<file path="config.mk">
export PLATFORM = sky130hd
export DESIGN_NAME = spi_peripheral_flat
export DESIGN_NICKNAME = d
export VERILOG_FILES = /design/src/rtl/spi_peripheral_if.sv /design/src/rtl/spi_peripheral.sv /design/src/flat_wrapper.sv
export SDC_FILE = /design/constraint.sdc
export NUM_CORES = 1
export LEC_CHECK = 0
export BUFFER_PORTS_ARGS = -buffer_cell sky130_fd_sc_hd__buf_2
export CORE_ASPECT_RATIO = 2
export CORE_MARGIN = 3
export CORE_UTILIZATION = 55
export CTS_CLUSTER_SIZE = 16
export DETAILED_ROUTE_END_ITERATION = 10
export MAX_ROUTING_LAYER = met4
export PLACE_DENSITY_LB_ADDON = 0.1
export SETUP_SLACK_MARGIN = 0.4
export SYNTH_ARGS = -nofsm -noshare
export SYNTH_HDL_FRONTEND = slang
export SYNTH_SLANG_ARGS = --single-unit
</file>
<file path="constraint.sdc">
create_clock -name clk -period 3.34 [get_ports clk]
set_clock_uncertainty 0.05 [all_clocks]
set_input_delay 0.334 -clock clk [delete_from_list [all_inputs] [get_ports clk]]
set_output_delay 0.334 -clock clk [all_outputs]
set_load 0.02 [all_outputs]
</file>
<file path="src/rtl/spi_peripheral_if.sv">
// spi_peripheral_if: SPI pins, register outputs and write strobe of spi_peripheral
// master: drives sclk/copi/ncs and observes the registers; slave: the register bank
interface spi_peripheral_if;
   logic       sclk;
   logic       copi;
   logic       ncs;
   logic [7:0] reg_en_out;
   logic [7:0] reg_en_pwm_out;
   logic [7:0] reg_out_3_0_pwm_gen_channel;
   logic [7:0] reg_out_7_4_pwm_gen_channel;
   logic [7:0] reg_pwm_gen_0_ch_0_duty_cycle;
   logic [7:0] reg_pwm_gen_0_ch_1_duty_cycle;
   logic [7:0] reg_pwm_gen_1_ch_0_duty_cycle;
   logic [7:0] reg_pwm_gen_1_ch_1_duty_cycle;
   logic [7:0] reg_pwm_gen_1_0_frequency_divider;
   logic       wr_strobe;
   modport master (
      output sclk, copi, ncs,
      input  reg_en_out, reg_en_pwm_out, reg_out_3_0_pwm_gen_channel,
             reg_out_7_4_pwm_gen_channel, reg_pwm_gen_0_ch_0_duty_cycle,
             reg_pwm_gen_0_ch_1_duty_cycle, reg_pwm_gen_1_ch_0_duty_cycle,
             reg_pwm_gen_1_ch_1_duty_cycle, reg_pwm_gen_1_0_frequency_divider,
             wr_strobe
   );
   modport slave (
      input  sclk, copi, ncs,
      output reg_en_out, reg_en_pwm_out, reg_out_3_0_pwm_gen_channel,
             reg_out_7_4_pwm_gen_channel, reg_pwm_gen_0_ch_0_duty_cycle,
             reg_pwm_gen_0_ch_1_duty_cycle, reg_pwm_gen_1_ch_0_duty_cycle,
             reg_pwm_gen_1_ch_1_duty_cycle, reg_pwm_gen_1_0_frequency_divider,
             wr_strobe
   );
endinterface

</file>
<file path="src/rtl/spi_peripheral.sv">
// spi_peripheral: write-only SPI-slave bank of nine 8-bit PWM control registers
// clk/rst: system clock, async active-high reset
// bus (slave): sclk/copi/ncs in (async to clk), nine register outputs, wr_strobe out
module spi_peripheral #(
   parameter int SYNC_STAGES = 2,
   parameter int NUM_REGS    = 9
) (
   input  logic            clk,
   input  logic            rst,
   spi_peripheral_if.slave bus
);
   typedef enum logic [1:0] {IDLE, SHIFT, COMMIT} state_t;
   state_t                 r_state, w_next;
   logic [SYNC_STAGES-1:0] r_sclk_sync, r_copi_sync, r_ncs_sync;
   logic                   r_sclk_hist, r_ncs_hist;
   logic [15:0]            r_shift;
   logic [4:0]             r_count;
   logic [7:0]             r_regs [9];
   logic                   r_strobe;
   logic                   w_sclk_rise, w_ncs_fall, w_ncs_rise, w_copi, w_write;
   logic [6:0]             w_addr;
   assign w_sclk_rise = r_sclk_sync[SYNC_STAGES-1] & ~r_sclk_hist;
   assign w_ncs_fall  = ~r_ncs_sync[SYNC_STAGES-1] & r_ncs_hist;
   assign w_ncs_rise  = r_ncs_sync[SYNC_STAGES-1] & ~r_ncs_hist;
   assign w_copi      = r_copi_sync[SYNC_STAGES-1];
   assign w_addr      = r_shift[14:8];
   // Only an exact 16-bit write frame to an implemented address commits
   assign w_write     = (r_state == COMMIT) && (r_count == 5'd16) && r_shift[15] &&
                        (int'(w_addr) < NUM_REGS) && (w_addr < 7'd9);
   always_comb begin
      w_next = r_state;
      w_next = (r_state == IDLE && w_ncs_fall)  ? SHIFT  :
               (r_state == SHIFT && w_ncs_rise) ? COMMIT :
               (r_state == COMMIT)              ? IDLE   : r_state;
   end
   // ncs resets high so reset release never fakes a frame start
   always_ff @(posedge clk or posedge rst) begin
      if (rst) begin
         r_sclk_sync <= '0;
         r_copi_sync <= '0;
         r_ncs_sync  <= '1;
         r_sclk_hist <= 1'b0;
         r_ncs_hist  <= 1'b1;
         r_state     <= IDLE;
         r_shift     <= '0;
         r_count     <= '0;
         r_strobe    <= 1'b0;
         for (int i = 0; i < 9; i++) r_regs[i] <= '0;
      end else begin
         r_sclk_sync <= {r_sclk_sync[SYNC_STAGES-2:0], bus.sclk};
         r_copi_sync <= {r_copi_sync[SYNC_STAGES-2:0], bus.copi};
         r_ncs_sync  <= {r_ncs_sync[SYNC_STAGES-2:0], bus.ncs};
         r_sclk_hist <= r_sclk_sync[SYNC_STAGES-1];
         r_ncs_hist  <= r_ncs_sync[SYNC_STAGES-1];
         r_state     <= w_next;
         r_strobe    <= w_write;
         if (r_state == IDLE && w_ncs_fall) begin
            r_shift <= '0;
            r_count <= '0;
         end
         // ncs rise wins over a coincident sclk rise; count saturates at 17 to flag overlong frames
         if (r_state == SHIFT && w_sclk_rise && !w_ncs_rise) begin
            r_shift <= {r_shift[14:0], w_copi};
            r_count <= (r_count == 5'd17) ? r_count : r_count + 5'd1;
         end
         if (w_write) r_regs[w_addr[3:0]] <= r_shift[7:0];
      end
   end
   assign bus.reg_en_out                        = r_regs[0];
   assign bus.reg_en_pwm_out                    = r_regs[1];
   assign bus.reg_out_3_0_pwm_gen_channel       = r_regs[2];
   assign bus.reg_out_7_4_pwm_gen_channel       = r_regs[3];
   assign bus.reg_pwm_gen_0_ch_0_duty_cycle     = r_regs[4];
   assign bus.reg_pwm_gen_0_ch_1_duty_cycle     = r_regs[5];
   assign bus.reg_pwm_gen_1_ch_0_duty_cycle     = r_regs[6];
   assign bus.reg_pwm_gen_1_ch_1_duty_cycle     = r_regs[7];
   assign bus.reg_pwm_gen_1_0_frequency_divider = r_regs[8];
   assign bus.wr_strobe                         = r_strobe;
endmodule

</file>
<file path="src/flat_wrapper.sv">
// flat-port wrapper written by rule: the top's interface ports become plain ports
module spi_peripheral_flat 
#(
   parameter int SYNC_STAGES = 2,
   parameter int NUM_REGS    = 9
)
  (clk, rst, bus_sclk, bus_copi, bus_ncs, bus_reg_en_out, bus_reg_en_pwm_out, bus_reg_out_3_0_pwm_gen_channel, bus_reg_out_7_4_pwm_gen_channel, bus_reg_pwm_gen_0_ch_0_duty_cycle, bus_reg_pwm_gen_0_ch_1_duty_cycle, bus_reg_pwm_gen_1_ch_0_duty_cycle, bus_reg_pwm_gen_1_ch_1_duty_cycle, bus_reg_pwm_gen_1_0_frequency_divider, bus_wr_strobe);
  spi_peripheral_if bus_i ();
  input  logic clk;
  input  logic rst;
  input wire logic [$bits(bus_i.sclk)-1:0] bus_sclk;
  input wire logic [$bits(bus_i.copi)-1:0] bus_copi;
  input wire logic [$bits(bus_i.ncs)-1:0] bus_ncs;
  output wire logic [$bits(bus_i.reg_en_out)-1:0] bus_reg_en_out;
  output wire logic [$bits(bus_i.reg_en_pwm_out)-1:0] bus_reg_en_pwm_out;
  output wire logic [$bits(bus_i.reg_out_3_0_pwm_gen_channel)-1:0] bus_reg_out_3_0_pwm_gen_channel;
  output wire logic [$bits(bus_i.reg_out_7_4_pwm_gen_channel)-1:0] bus_reg_out_7_4_pwm_gen_channel;
  output wire logic [$bits(bus_i.reg_pwm_gen_0_ch_0_duty_cycle)-1:0] bus_reg_pwm_gen_0_ch_0_duty_cycle;
  output wire logic [$bits(bus_i.reg_pwm_gen_0_ch_1_duty_cycle)-1:0] bus_reg_pwm_gen_0_ch_1_duty_cycle;
  output wire logic [$bits(bus_i.reg_pwm_gen_1_ch_0_duty_cycle)-1:0] bus_reg_pwm_gen_1_ch_0_duty_cycle;
  output wire logic [$bits(bus_i.reg_pwm_gen_1_ch_1_duty_cycle)-1:0] bus_reg_pwm_gen_1_ch_1_duty_cycle;
  output wire logic [$bits(bus_i.reg_pwm_gen_1_0_frequency_divider)-1:0] bus_reg_pwm_gen_1_0_frequency_divider;
  output wire logic [$bits(bus_i.wr_strobe)-1:0] bus_wr_strobe;
  assign bus_i.sclk = bus_sclk;
  assign bus_i.copi = bus_copi;
  assign bus_i.ncs = bus_ncs;
  assign bus_reg_en_out = bus_i.reg_en_out;
  assign bus_reg_en_pwm_out = bus_i.reg_en_pwm_out;
  assign bus_reg_out_3_0_pwm_gen_channel = bus_i.reg_out_3_0_pwm_gen_channel;
  assign bus_reg_out_7_4_pwm_gen_channel = bus_i.reg_out_7_4_pwm_gen_channel;
  assign bus_reg_pwm_gen_0_ch_0_duty_cycle = bus_i.reg_pwm_gen_0_ch_0_duty_cycle;
  assign bus_reg_pwm_gen_0_ch_1_duty_cycle = bus_i.reg_pwm_gen_0_ch_1_duty_cycle;
  assign bus_reg_pwm_gen_1_ch_0_duty_cycle = bus_i.reg_pwm_gen_1_ch_0_duty_cycle;
  assign bus_reg_pwm_gen_1_ch_1_duty_cycle = bus_i.reg_pwm_gen_1_ch_1_duty_cycle;
  assign bus_reg_pwm_gen_1_0_frequency_divider = bus_i.reg_pwm_gen_1_0_frequency_divider;
  assign bus_wr_strobe = bus_i.wr_strobe;
  spi_peripheral #(.SYNC_STAGES(SYNC_STAGES), .NUM_REGS(NUM_REGS)) u_core (.clk(clk), .rst(rst), .bus(bus_i));
endmodule
</file>
==> results.py <==
metrics = {
    "clocking": {
        "cts_max_level": 3,
        "post_cts_buffers": 0,
        "clk_pin_slew_ns": 0.06,
        "holdBufCountCts": 0,
        "clockBufferDepth": 2,
        "cts_buffers": 9,
        "cts_tree": "done",
        "root_buffer": "clkbuf_16",
        "cts_sinks": 104,
        "clkLatencyLatePin_ns": 0.34,
        "cts_resized": 0,
    },
    "power": {
        "vdd_drop_max_mv": 0.411,
        "powerDensity_nw_per_um2": 517,
        "leakage_nw": 2.67,
    },
    "placed_design": {
        "dpl.hpwl_um": 5620,
        "placed_cells": 450,
        "place_congestion": 0.786,
        "numPortBuffers": 77,
    },
    "synth": {
        "ys_seq_area_frac": 0.621,
        "synth-compound-area-share": 0.0307,
        "avgSynthCellArea_um2": 14.2,
        "syn_area_um2": 4200,
        "ys_warn_count": 0,
        "synth_nets": 304,
        "synth_top_family_by_area": "multiplexers",
        "synth_top_cell_by_area": "dfrtp_1",
        "ys_types": 32,
        "synthTopCellsByArea": "dfrtp_1 60%, mux2_2 15%, mux2_4 5.7%",
        "synthAdderAreaFrac": 0.00895,
        "ys_ff_latch": 104,
        "synth.top_cell.area_share": 0.602,
        "synth.area.mux_share": 0.215,
        "postSynthCellCount": 296,
        "synth_xor_area_frac": 0,
        "synthSimpleGateAreaFrac": 0.0984,
    },
    "die": {
        "dieWidth_um": 67.8,
        "core_um2": 7320,
        "row_count": 44,
        "die_h_um": 130,
        "start_util": 0.573,
        "pin_count": 78,
        "dieArea_um2": 8770,
    },
    "route": {
        "finalWirelength_um": 8230,
        "drtAntennaViolNets": 0,
        "vias_per_cell": 5.37,
        "drt_first_pass_iters": 4,
        "wire_per_inst_um": 17.7,
        "vias": 2499,
        "drtIter0Drc": 190,
        "route.detailed.drc": 0,
    },
    "critical_path": {
        "endpoint_kind": "flip-flop",
        "regToRegSetupSlack_ns": 1.03,
        "start_kind": "flip-flop",
        "arrival_ns": 2.48,
        "reg2reg_depth": 5,
        "required_ns": 3.51,
        "critical_path_class": "flip-flop to flip-flop",
        "path_max_fanout": 9,
    },
    "final_layout": {
        "regArea_um2": 2610,
        "antennaDiodeCount": 0,
        "fin_cells": 465,
        "nFillCells": 521,
        "multi_input_area_um2": 1490,
        "final_cell_mix": "101 x dfrtp_1, 77 x buf_2, 56 x mux2_2",
        "syn2layout_area_growth_pct": 17.7,
        "finalNetCount": 377,
        "fin_util": 0.674,
        "layout_commonest_cell": "dfrtp_1",
        "drive_gt1_frac": 0.491,
    },
    "run_status": {
        "status": "completed",
    },
    "hold_path": {
        "whs_path_depth": 1,
        "holdCritPathClass": "primary input to flip-flop",
    },
    "grt": {
        "grt_pass1_wl_um": 13400,
        "grt_max_degree": 105,
        "antenna_found_initial": 0,
        "grt_util_all_layers": 0.218,
        "grt_pass1_vias": 2552,
        "gr-total-overflow": 0,
    },
    "sta": {
        "slew_viol_final": 0,
        "setup_viol": 0,
        "max-slew-margin-rel": 0.453,
        "fin_tns_setup_ns": 0,
        "fmax_mhz": 433,
        "rsz0062_at_grt": "no",
        "period_minus_slack_ns": 2.31,
        "worst_pin_slew_ns": 0.819,
        "post-route-period-util": 0.691,
        "hold_viol": 0,
    },
    "job": {
        "drv_cap": 0,
    },
}
-- power breakdown --
group / leakage (nW) / internal (mW) / total (mW) / switching (mW)
Clock: 0.142 / 0.562 / 0.987 / 0.425
Combinational: 1.10 / 0.0543 / 0.134 / 0.0801
Sequential: 1.42 / 1.31 / 1.43 / 0.125
Total: 2.67 / 1.92 / 2.55 / 0.630
-- synthesized netlist by cell type --
library cell,number
dfrtp_1,101
mux2_2,56
nand2_1,38
o21ai_0,19
clkbuf_1,16
mux2_4,16
inv_1,4
nand3_2,4
nor2_1,4
nor2b_1,4
buf_6,3
dfstp_2,3
ha_1,3
mux2i_1,3
and4b_1,2
nand3b_1,2
nand4_1,2
nand4_4,2
a21bo_2,1
a21boi_0,1
and4bb_2,1
nand2b_1,1
nand3_1,1
nand4b_1,1
nand4b_4,1
nor3_1,1
nor3b_2,1
nor4_1,1
nor4b_1,1
o21a_1,1
o31a_1,1
or3b_4,1
-- metal layers --
| metal | vias to the layer above | GRT usage | wire (µm) | share of wire |
|---|---|---|---|---|
| li1 | 1163 | - | - | - |
| met1 | 1269 | 0.265 | 3250 | 0.39 |
| met2 | 55 | 0.352 | 4510 | 0.55 |
| met3 | 12 | 0.0364 | 299 | 0.036 |
| met4 | 0 | 0.0969 | 172 | 0.021 |
| met5 | - | - | 0 | 0 |
-- worst paths after layout --
| path | from | end |
|---|---|---|
| min reg2reg | u_core.r_copi_sync[0] | u_core.r_copi_sync[1] |
| min in group asynchronous | rst | u_core.bus.reg_out_3_0_pwm_gen_channel[5] |
| max reg2reg | u_core.r_count[2] | u_core.bus.reg_out_7_4_pwm_gen_channel[6] |
| max in group asynchronous | rst | u_core.r_shift[8] |
| max | u_core.r_count[2] | u_core.bus.reg_out_7_4_pwm_gen_channel[6] |
| min | bus_ncs | u_core.r_ncs_sync[0] |
-- layout make-up --
class	instances	area share
clock buffer	13	0.0547
tap	92	0.0233
multi-input combinational	169	0.301
timing repair buffer	81	0.0866
inverter	4	0.00380
sequential	104	0.528
clock inverter	2	0.00279
-- per-stage QoR --
stage / hold WS (ns) / setup slack (ns) / instance area (µm²) / power (mW)
floorplan: 0.281 / 1.37 / 4200 / 1.51
global placement: 0.285 / 1.09 / 4650 / 1.58
detailed placement: 0.293 / 1.02 / 4650 / 1.59
CTS: 0.0283 / 1.01 / 4940 / 2.58
global route: 0.0284 / 0.887 / 4940 / 2.67
finish: 0.0421 / 1.03 / 4940 / 2.55
-- critical path, cell delays in order, from the launching register on --
cell	delay [ns]
dfrtp_1	0.43
or3b_4	0.42
nor3b_2	0.15
buf_4	0.22
and4b_1	0.56
mux2_4	0.35
-- state kept, by name, summed over array words and instances (netlist names) --
name	count
u_core.bus.reg_pwm_gen_1_0_frequency_divider	8
u_core.bus.wr_strobe	1
u_core.r_ncs_hist	1
u_core.r_ncs_sync	2
u_core.bus.reg_pwm_gen_0_ch_1_duty_cycle	8
u_core.r_sclk_hist	1
u_core.r_state	2
u_core.bus.reg_out_7_4_pwm_gen_channel	8
u_core.bus.reg_pwm_gen_1_ch_0_duty_cycle	8
u_core.r_copi_sync	2
u_core.bus.reg_en_pwm_out	8
u_core.r_shift	16
u_core.r_count	5
u_core.r_sclk_sync	2
u_core.bus.reg_pwm_gen_0_ch_0_duty_cycle	8
u_core.bus.reg_en_out	8
u_core.bus.reg_out_3_0_pwm_gen_channel	8
u_core.bus.reg_pwm_gen_1_ch_1_duty_cycle	8
-- cells by family after synthesis --
group / count (synthesis)
AOI/OAI and AO/OA: 23
adders and majority gates: 3
buffers and inverters: 23
DFF: 104
muxes: 75
and+or+nand+nor: 68
Note: power is estimated with default switching activity, not from simulation.
